[src/rtl/frogger_game_ctrl_if.sv]
// Signal bundle between the Frogger top level (master) and the game-flow controller (slave).
interface frogger_game_ctrl_if #(
    parameter int N_LANES = 4,
    parameter int COORD_W = 10
);
    logic                         frame_tick;
    logic                         restart;
    logic [COORD_W-1:0]           frog_x;
    logic [COORD_W-1:0]           frog_y;
    logic [N_LANES*COORD_W-1:0]   car_x;
    logic [N_LANES*COORD_W-1:0]   car_y;
    logic [N_LANES-1:0]           car_valid;
    logic                         frog_reset;
    logic                         car_reset;
    logic [N_LANES-1:0]           lane_enable;
    logic [3:0]                   car_speed;
    logic [6:0]                   level;
    logic [3:0]                   lives_left;
    logic [2:0]                   state;
    logic                         game_over;

    modport master (
        output frame_tick, restart, frog_x, frog_y, car_x, car_y, car_valid,
        input  frog_reset, car_reset, lane_enable, car_speed, level, lives_left,
               state, game_over
    );

    modport slave (
        input  frame_tick, restart, frog_x, frog_y, car_x, car_y, car_valid,
        output frog_reset, car_reset, lane_enable, car_speed, level, lives_left,
               state, game_over
    );
endinterface

[src/rtl/frogger_game_ctrl.sv]
// Frogger game-flow controller: per-frame frog/car collision check across N lanes
// plus the lives/level state machine driving respawn pulses and difficulty scaling.
module frogger_game_ctrl #(
    parameter int N_LANES     = 4,
    parameter int COORD_W     = 10,
    parameter int FROG_SIZE   = 32,
    parameter int CAR_W       = 64,
    parameter int CAR_H       = 32,
    parameter int WIN_Y       = 0,
    parameter int MAX_LEVEL   = 9,
    parameter int LIVES       = 3,
    parameter int HOLD_FRAMES = 30
) (
    input logic               clk,
    input logic               reset,
    frogger_game_ctrl_if.slave bus
);
    localparam int HOLD_W = (HOLD_FRAMES > 1) ? $clog2(HOLD_FRAMES) : 1;

    typedef enum logic [2:0] {
        IDLE      = 3'd0,
        PLAY      = 3'd1,
        WIN       = 3'd2,
        DYING     = 3'd3,
        GAME_OVER = 3'd4
    } state_t;

    state_t              state_q, state_d;
    logic [6:0]          level_q, level_d;
    logic [3:0]          lives_q, lives_d;
    logic [HOLD_W-1:0]   hold_q, hold_d;
    logic                frog_pulse_q, frog_pulse_d;
    logic                car_pulse_q, car_pulse_d;
    logic                restart_q;
    logic                hit;
    logic                win;
    logic [N_LANES-1:0]  lane_en;
    logic [6:0]          speed_raw;

    // Sums carried at COORD_W+1 bits so box edges near the screen limit never wrap.
    always_comb begin : collide
        logic [COORD_W:0] fx, fy, cx, cy;
        hit = 1'b0;
        fx  = {1'b0, bus.frog_x};
        fy  = {1'b0, bus.frog_y};
        cx  = '0;
        cy  = '0;
        for (int unsigned i = 0; i < N_LANES; i++) begin
            cx = {1'b0, bus.car_x[i*COORD_W +: COORD_W]};
            cy = {1'b0, bus.car_y[i*COORD_W +: COORD_W]};
            if (bus.car_valid[i] && lane_en[i] &&
                (fx < cx + (COORD_W+1)'(CAR_W)) && (cx < fx + (COORD_W+1)'(FROG_SIZE)) &&
                (fy < cy + (COORD_W+1)'(CAR_H)) && (cy < fy + (COORD_W+1)'(FROG_SIZE)))
                hit = 1'b1;
        end
    end

    assign win = (bus.frog_y <= COORD_W'(WIN_Y));

    always_comb begin
        lane_en = '0;
        for (int unsigned i = 0; i < N_LANES; i++)
            lane_en[i] = (level_q >= 7'(i));
    end

    assign speed_raw = {1'b0, level_q[6:1]} + 7'd1;

    always_comb begin
        state_d      = state_q;
        level_d      = level_q;
        lives_d      = lives_q;
        hold_d       = hold_q;
        frog_pulse_d = 1'b0;
        car_pulse_d  = 1'b0;
        if (bus.restart) begin
            state_d = IDLE;
            level_d = '0;
            lives_d = 4'(LIVES);
            hold_d  = '0;
            // Holding restart keeps the block parked in IDLE; only the press itself respawns.
            if (!restart_q) begin
                frog_pulse_d = 1'b1;
                car_pulse_d  = 1'b1;
            end
        end else begin
            case (state_q)
                IDLE: begin
                    if (bus.frame_tick) begin
                        state_d      = PLAY;
                        frog_pulse_d = 1'b1;
                        car_pulse_d  = 1'b1;
                    end
                end
                PLAY: begin
                    if (bus.frame_tick) begin
                        if (win) begin
                            state_d      = WIN;
                            level_d      = (level_q == 7'(MAX_LEVEL)) ? 7'd0 : level_q + 7'd1;
                            hold_d       = '0;
                            frog_pulse_d = 1'b1;
                            car_pulse_d  = 1'b1;
                        end else if (hit) begin
                            lives_d      = lives_q - 4'd1;
                            hold_d       = '0;
                            frog_pulse_d = 1'b1;
                            state_d      = (lives_d == 4'd0) ? GAME_OVER : DYING;
                        end
                    end
                end
                WIN, DYING: begin
                    if (bus.frame_tick) begin
                        if (hold_q == HOLD_W'(HOLD_FRAMES - 1)) begin
                            state_d = PLAY;
                            hold_d  = '0;
                        end else begin
                            hold_d = hold_q + 1'b1;
                        end
                    end
                end
                GAME_OVER: ;
                default: state_d = IDLE;
            endcase
        end
    end

    always_ff @(posedge clk or negedge reset) begin
        if (!reset) begin
            state_q      <= IDLE;
            level_q      <= '0;
            lives_q      <= 4'(LIVES);
            hold_q       <= '0;
            frog_pulse_q <= 1'b0;
            car_pulse_q  <= 1'b0;
            restart_q    <= 1'b0;
        end else begin
            state_q      <= state_d;
            level_q      <= level_d;
            lives_q      <= lives_d;
            hold_q       <= hold_d;
            frog_pulse_q <= frog_pulse_d;
            car_pulse_q  <= car_pulse_d;
            restart_q    <= bus.restart;
        end
    end

    assign bus.frog_reset  = frog_pulse_q;
    assign bus.car_reset   = car_pulse_q;
    assign bus.lane_enable = lane_en;
    assign bus.car_speed   = (speed_raw > 7'd15) ? 4'd15 : speed_raw[3:0];
    assign bus.level       = level_q;
    assign bus.lives_left  = lives_q;
    assign bus.state       = state_q;
    assign bus.game_over   = (state_q == GAME_OVER);
endmodule
[src/flat_wrapper.sv]
// flat-port wrapper written by rule: the top's interface ports become plain ports
module frogger_game_ctrl_flat 
#(
    parameter int N_LANES     = 4,
    parameter int COORD_W     = 10,
    parameter int FROG_SIZE   = 32,
    parameter int CAR_W       = 64,
    parameter int CAR_H       = 32,
    parameter int WIN_Y       = 0,
    parameter int MAX_LEVEL   = 9,
    parameter int LIVES       = 3,
    parameter int HOLD_FRAMES = 30
)
  (clk, reset, bus_frame_tick, bus_restart, bus_frog_x, bus_frog_y, bus_car_x, bus_car_y, bus_car_valid, bus_frog_reset, bus_car_reset, bus_lane_enable, bus_car_speed, bus_level, bus_lives_left, bus_state, bus_game_over);
  frogger_game_ctrl_if #(.N_LANES(N_LANES), .COORD_W(COORD_W)) bus_i ();
  input logic clk;
  input logic reset;
  input wire logic [$bits(bus_i.frame_tick)-1:0] bus_frame_tick;
  input wire logic [$bits(bus_i.restart)-1:0] bus_restart;
  input wire logic [$bits(bus_i.frog_x)-1:0] bus_frog_x;
  input wire logic [$bits(bus_i.frog_y)-1:0] bus_frog_y;
  input wire logic [$bits(bus_i.car_x)-1:0] bus_car_x;
  input wire logic [$bits(bus_i.car_y)-1:0] bus_car_y;
  input wire logic [$bits(bus_i.car_valid)-1:0] bus_car_valid;
  output wire logic [$bits(bus_i.frog_reset)-1:0] bus_frog_reset;
  output wire logic [$bits(bus_i.car_reset)-1:0] bus_car_reset;
  output wire logic [$bits(bus_i.lane_enable)-1:0] bus_lane_enable;
  output wire logic [$bits(bus_i.car_speed)-1:0] bus_car_speed;
  output wire logic [$bits(bus_i.level)-1:0] bus_level;
  output wire logic [$bits(bus_i.lives_left)-1:0] bus_lives_left;
  output wire logic [$bits(bus_i.state)-1:0] bus_state;
  output wire logic [$bits(bus_i.game_over)-1:0] bus_game_over;
  assign bus_i.frame_tick = bus_frame_tick;
  assign bus_i.restart = bus_restart;
  assign bus_i.frog_x = bus_frog_x;
  assign bus_i.frog_y = bus_frog_y;
  assign bus_i.car_x = bus_car_x;
  assign bus_i.car_y = bus_car_y;
  assign bus_i.car_valid = bus_car_valid;
  assign bus_frog_reset = bus_i.frog_reset;
  assign bus_car_reset = bus_i.car_reset;
  assign bus_lane_enable = bus_i.lane_enable;
  assign bus_car_speed = bus_i.car_speed;
  assign bus_level = bus_i.level;
  assign bus_lives_left = bus_i.lives_left;
  assign bus_state = bus_i.state;
  assign bus_game_over = bus_i.game_over;
  frogger_game_ctrl #(.N_LANES(N_LANES), .COORD_W(COORD_W), .FROG_SIZE(FROG_SIZE), .CAR_W(CAR_W), .CAR_H(CAR_H), .WIN_Y(WIN_Y), .MAX_LEVEL(MAX_LEVEL), .LIVES(LIVES), .HOLD_FRAMES(HOLD_FRAMES)) u_core (.clk(clk), .reset(reset), .bus(bus_i));
endmodule
[config.mk]
export PLATFORM = sky130hd
export DESIGN_NAME = frogger_game_ctrl_flat
export DESIGN_NICKNAME = d
export VERILOG_FILES = /design/src/rtl/frogger_game_ctrl_if.sv /design/src/rtl/frogger_game_ctrl.sv /design/src/flat_wrapper.sv
export SDC_FILE = /design/constraint.sdc
export NUM_CORES = 1
export LEC_CHECK = 0
export BUFFER_PORTS_ARGS = -buffer_cell sky130_fd_sc_hd__buf_2
export CAP_MARGIN = 15
export CORE_ASPECT_RATIO = 1.2
export CORE_MARGIN = 4
export CORE_UTILIZATION = 45
export DETAILED_ROUTE_END_ITERATION = 12
export MAX_ROUTING_LAYER = met4
export PLACE_DENSITY_LB_ADDON = 0.12
export SYNTH_ARGS = -nofsm -noshare
export SYNTH_HDL_FRONTEND = slang
export SYNTH_SLANG_ARGS = --single-unit
export TNS_END_PERCENT = 50
[constraint.sdc]
create_clock -name clk -period 2.3 [get_ports clk]
set_clock_uncertainty 0.15 [all_clocks]
set_input_delay 0.345 -clock clk [delete_from_list [all_inputs] [get_ports clk]]
set_output_delay 0.345 -clock clk [all_outputs]
set_load 0.02 [all_outputs]
### Word-level counts from Yosys, hierarchy flattened

Cells that the tools add are included.

* register bits after elaboration: 22
* input port bits: 108
* logic and storage cells: 130

* add/sub/neg operators: 14
* magnitude comparators: 22
* equal/unequal tests: 13
* muxes and demuxes: 42
* reductions and logical operators: 32

Operator list (number)
* 10-bit by 11-bit less-than comparator with 1-bit output: 16
* 10-bit by 6-bit adder with 11-bit output (second input constant): 6
* 10-bit by 7-bit adder with 11-bit output (second input constant): 4
* 7-bit 2-to-1 mux: 5
* 5-bit 2-to-1 mux: 6
* 3-bit 2-to-1 mux: 8
* 4-bit 2-to-1 mux: 6
* 1-bit logical AND: 20
* 7-bit by 1-bit greater-or-equal comparator with 1-bit output (second input constant): 2
* 7-bit by 2-bit greater-or-equal comparator with 1-bit output (second input constant): 2
* 1-bit 2-to-1 mux: 13
* 3-bit case mux with 4 select lines: 1
* 10-bit by 1-bit less-or-equal comparator with 1-bit output (second input constant): 1
* 5-bit case mux with 2 select lines: 1
* 3-bit != test (second input constant): 3
* 4-bit AND reduction: 2
* 2-bit nonzero test: 4
* 6-bit by 1-bit adder with 7-bit output (second input constant): 1
* 7-bit by 1-bit adder with 7-bit output (second input constant): 1
* 7-bit by 4-bit == test with 1-bit output (second input constant): 1
* 7-bit by 4-bit > comparator with 1-bit output (second input constant): 1
* 3-bit by 2-bit == test with 1-bit output (second input constant): 2
* 6-bit AND reduction: 1
* 5-bit by 1-bit adder with 5-bit output (second input constant): 1
* other kinds (13): 15

### Longest topological paths before layout

* depth in word-level cells: 15
* gate-level depth with buffers: 12

### Least setup slack after synthesis

No wires, ideal clock.

* path kind: input-to-reg
* from: input bus_frog_x[5]
* to: register u_core.lives_q[3], in the netlist u_core.bus.lives_left[3]
* setup time: 0.128 ns
* data arrival time: 2.762 ns
* setup slack: -0.740 ns
* cell stages on the path: 11
* buffers on the path: 0
* cells stage by stage: ha_1 > xnor2_1 > ha_1 > nand3b_1 > nor2_1 > a2111oi_0 > a31oi_1 > nor4_1 > a211oi_4 > a21oi_1 > mux2_1

* cells in the longest elaborated chain, start to end: 11

RTL lines
* start: declaration: line flat_wrapper.sv:20 `input wire logic [$bits(bus_i.frog_x)-1:0] bus_frog_x;`
* 10-bit by 6-bit adder with 11-bit output or 10-bit by 11-bit less-than comparator with 1-bit output (tied branches): line frogger_game_ctrl.sv:52 `(fx < cx + (COORD_W+1)'(CAR_W)) && (cx < fx + (COORD_W+1)'(FROG_SIZE)) &&`
* 10-bit by 11-bit less-than comparator with 1-bit output or 1-bit logical AND (tied branches): line frogger_game_ctrl.sv:52, frogger_game_ctrl.sv:51
* 1-bit logical AND (2 in series): line frogger_game_ctrl.sv:52
* 1-bit logical AND: line frogger_game_ctrl.sv:53 `(fy < cy + (COORD_W+1)'(CAR_H)) && (cy < fy + (COORD_W+1)'(FROG_SIZE)))`
* 1-bit 2-to-1 mux (3 in series): line frogger_game_ctrl.sv:51 `if (bus.car_valid[i] && lane_en[i] &&`
* 1-bit 2-to-1 mux (*): line frogger_game_ctrl.sv:51
* 2-bit nonzero test (no line) (*)
* 4-bit AND reduction (no line) (*)
* end signal: assignment: line frogger_game_ctrl.sv:130 `lives_q <= 4'(LIVES);`
* end signal: assignment: line frogger_game_ctrl.sv:138 `lives_q <= lives_d;`
* end: declaration: line frogger_game_ctrl.sv:30 `logic [3:0] lives_q, lives_d;`

Every way passes the cells marked *; elsewhere a longest branch is shown, timed or not.
A chain may end at the register's enable or synchronous reset.

### Worst setup path in the final report

* from: input bus_frog_x[6]
* to: register u_core.state_q[2], in the netlist u_core.bus.state[2]

* cells in the longest elaborated chain, start to end: 11

RTL lines
* 10-bit by 6-bit adder with 11-bit output or 10-bit by 11-bit less-than comparator with 1-bit output (tied branches): line frogger_game_ctrl.sv:52
* 10-bit by 11-bit less-than comparator with 1-bit output or 1-bit logical AND (tied branches): line frogger_game_ctrl.sv:52, frogger_game_ctrl.sv:51
* 1-bit logical AND (2 in series): line frogger_game_ctrl.sv:52
* 1-bit logical AND: line frogger_game_ctrl.sv:53
* 1-bit 2-to-1 mux (3 in series): line frogger_game_ctrl.sv:51
* 1-bit 2-to-1 mux (*): line frogger_game_ctrl.sv:51
* 4-bit by 2-bit != test with 1-bit output (no line) (*)
* 6-bit AND reduction (no line) (*)
* end signal: assignment: line frogger_game_ctrl.sv:136 `state_q <= state_d;`
* end: declaration: line frogger_game_ctrl.sv:28 `state_t state_q, state_d;`

Marked as above.

==> qor.yml <==
run_status:
  status: "finished with violations"
  violations: "setup timing"
hold_path:
  hp-class: "in -> reg"
sta:
  finalCritPeriodShare: 1.22
  rsz0062_at_grt: "true"
  fin_crit_ns: 2.81
  drv_slew: 0
  worst_slack_ns: -0.505
  hold_viol: 0
  slew_headroom: 0.584
  setup_viol: 13
  fmax_mhz: 356
  tightest_slew_ns: 0.624
worst_setup_path:
  arrival_ns: 2.79
  path_buf_inv: 3
  slowest_stage: "or4_1"
  cpMostUsedCell: "ha_4"
  required_ns: 2.29
  startpoint_type: "primary input"
  setup.worst_path.end_class: "flip-flop"
  reg2reg_slack_ns: -0.25
  critPathKind: "in -> reg"
  cpLargestDelayFamily: "simple AND/OR/NAND/NOR gates"
  cp_cell_sequence: "buf_2, ha_4, inv_1, ha_4, nand4_1, or4_1, nand3_2, a31oi_4, a211oi_4, buf_4, and2_1, o22ai_1"
  crit_fanout: 6
  critPathMaxStageDelay_ns: 0.53
power_and_ir_drop:
  p_leak_uw: 0.00405
  power_density_nw_per_um2: 271
  finalPower_uw: 2120
  vdd_drop_max_mv: 0.263
drt:
  routed_wl_mm: 17.3
  first_pass_iters: 4
  drc: 0
  drtAntennaViolNets: 0
  dr_total_vias: 6012
  wl_per_cell_um: 15.5
  drtIter0Drc: 307
  vias_per_cell: 5.40
run:
  drv_cap: 0
cells_and_area:
  area_delta_synth_final_pct: 48.8
  final_cell_mix: "buf_4, ha_1, buf_2, inv_1, a21oi_1"
  drive_above_1_share: 0.369
  final_nets: 1221
  final_common_cell: "buf_4"
  fin_area_um2: 7830
yosys:
  synth-main-ff-cell: "dfrtp_1"
  synth_cell_types: 61
  synth_edf_count: 0
  syn_inst: 665
  synth.ff_latch_count: 22
  syn_nets: 930
  synthArstFlopShare: 1.00
  ys_warn_count: 0
  synthesis.area_um2: 5260
  synth.yosys.seq_area_share: 0.105
  synth_area_per_cell_um2: 7.92
placement:
  placed_area_um2: 7390
  place.gp.congestion: 0.946
  hpwl_mm: 14.7
  io_buffers: 131
global_routing:
  grt_max_degree: 23
  antenna_found_initial: 0
  grt_usage: 0.262
  grt_pass1_vias: 6282
  grt_pass1_wl_mm: 28.9
  grt-ovfl-total: 0
floorplanning:
  die_w_um: 107
  die_y_um: 126
  rows: 43
  fp.dieArea_um2: 13500
  start_util: 0.457
  core_area_um2: 11500
  io_pins: 133
clock_network:
  path_clk_slew_ns: 0.06
  cts-buffers-inserted: 3
  ctsRootBufferMaster: "clkbuf_16"
  htree_levels: 1
  cts_tree: "done"
  cts_buffer_depth: 2
  clock-sinks: 22
  clock_latency_ns: 0.26
==> power breakdown <==
group          leakage [uW]  switching, uW  internal, uW
sequential         0.000292           11.0           398
combinational       0.00372            678           652
clock             0.0000382            145           237
total               0.00405            834          1290
==> Yosys cell counts, drive strengths merged, types with 3 or more instances <==
cell     count  area share
a2111oi      8       0.017
a211oi      12       0.019
a21o         8       0.011
a21oi       57       0.055
a31oi        9       0.011
a41oi        4      0.0081
and2         4      0.0048
and3         8      0.0095
buf          3      0.0033
clkbuf       3      0.0021
dfrtp       20       0.095
ha         157        0.37
inv         66       0.047
mux2i        4      0.0076
nand2       38       0.027
nand2b      11       0.013
nand3       36       0.034
nand4       17       0.020
nor2        46       0.033
nor2b       18       0.021
nor3         6      0.0057
nor4         4      0.0048
o2111ai      3      0.0050
o211ai       4      0.0057
o21ai       47       0.045
o22ai        5      0.0059
o31ai        3      0.0043
or3          4      0.0048
xnor2       13       0.022
xor2        16       0.027
==> worst paths after layout <==
check / start / to / cells past startpoint
setup / recovery: bus_frog_x[6] / u_core.bus.state[2] / 12
hold / removal: bus_restart / u_core.restart_q / 2
setup reg to reg: u_core.bus.level[1] / u_core.bus.state[2] / 11
hold reg to reg: u_core.restart_q / u_core.bus.frog_reset / 2
max in group asynchronous: reset / u_core.bus.lives_left[1] / 2
min in group asynchronous: reset / u_core.bus.frog_reset / 2
==> worst reg2reg max path, delay by kind of cell, from the launching register on <==
family	cells	cell delay, ns
buffers and inverters	2	0.35
adders and majority gates	1	0.18
and+or+nand+nor	4	0.53
AOI/OAI and AO/OA	4	0.84
DFF	1	0.38
==> layout make-up <==
cell class,instances,area [um2]
antenna,1,2.50
clock buffer,4,78.8
tap,157,196
fill,1034,3680
timing repair buffer,292,1900
sequential,22,553
inverter,67,251
multi-input combinational,570,4850
==> state kept, by name, indices dropped and copies added, names as in the netlist <==
register,cells
u_core.bus.lives_left,4
u_core.restart_q,1
u_core.bus.frog_reset,1
u_core.bus.state,3
u_core.hold_q,5
u_core.bus.level,7
u_core.bus.car_reset,1
==> metal layers <==
layer,global-route usage,vias up,part of all wire
li1,-,3021,-
met1,0.301,2793,0.41
met3,0.0270,29,0.053
met2,0.483,169,0.52
met4,0.0662,0,0.020
met5,-,-,0
==> cell families after synthesis <==
group / count (synthesis) / share of synthesized area
AND/OR/NAND/NOR: 200 / 0.190
AO/OA/AOI/OAI: 176 / 0.215
adder cells (fa/ha/maj): 158 / 0.375
buffers and inverters: 73 / 0.0532
XOR/XNOR: 29 / 0.0483
flip-flops: 22 / 0.105
multiplexers: 6 / 0.0119
other: 1 / 0.000712
==> what timing repair did <==
| item | in CTS | in global routing |
|---|---|---|
| gates cloned | 0 | 0 |
| buffers inserted | 3 | 0 |
| endpoints found under the hold margin | 20 | 0 |
| hold buffers | 1 | 0 |
| gates resized for setup | 46 | 13 |
| setup endpoints to repair | 20 | 23 |
| pin swaps | 20 | 5 |
==> per-stage QoR <==
stage,cells,hold slack (ns),setup WS (ns),TNS [ns],utilization
CTS,1112,0.288,-0.475,-5.75,0.675
global route,1112,0.302,-0.645,-7.56,0.680
floorplan,665,-0.101,-0.530,-4.97,-
finish,1113,0.293,-0.505,-6.06,0.680
global placement,1104,0.191,-0.879,-11.41,0.641
detailed placement,1104,0.201,-0.977,-13.06,0.641
Power figures use the tool's default switching activity.
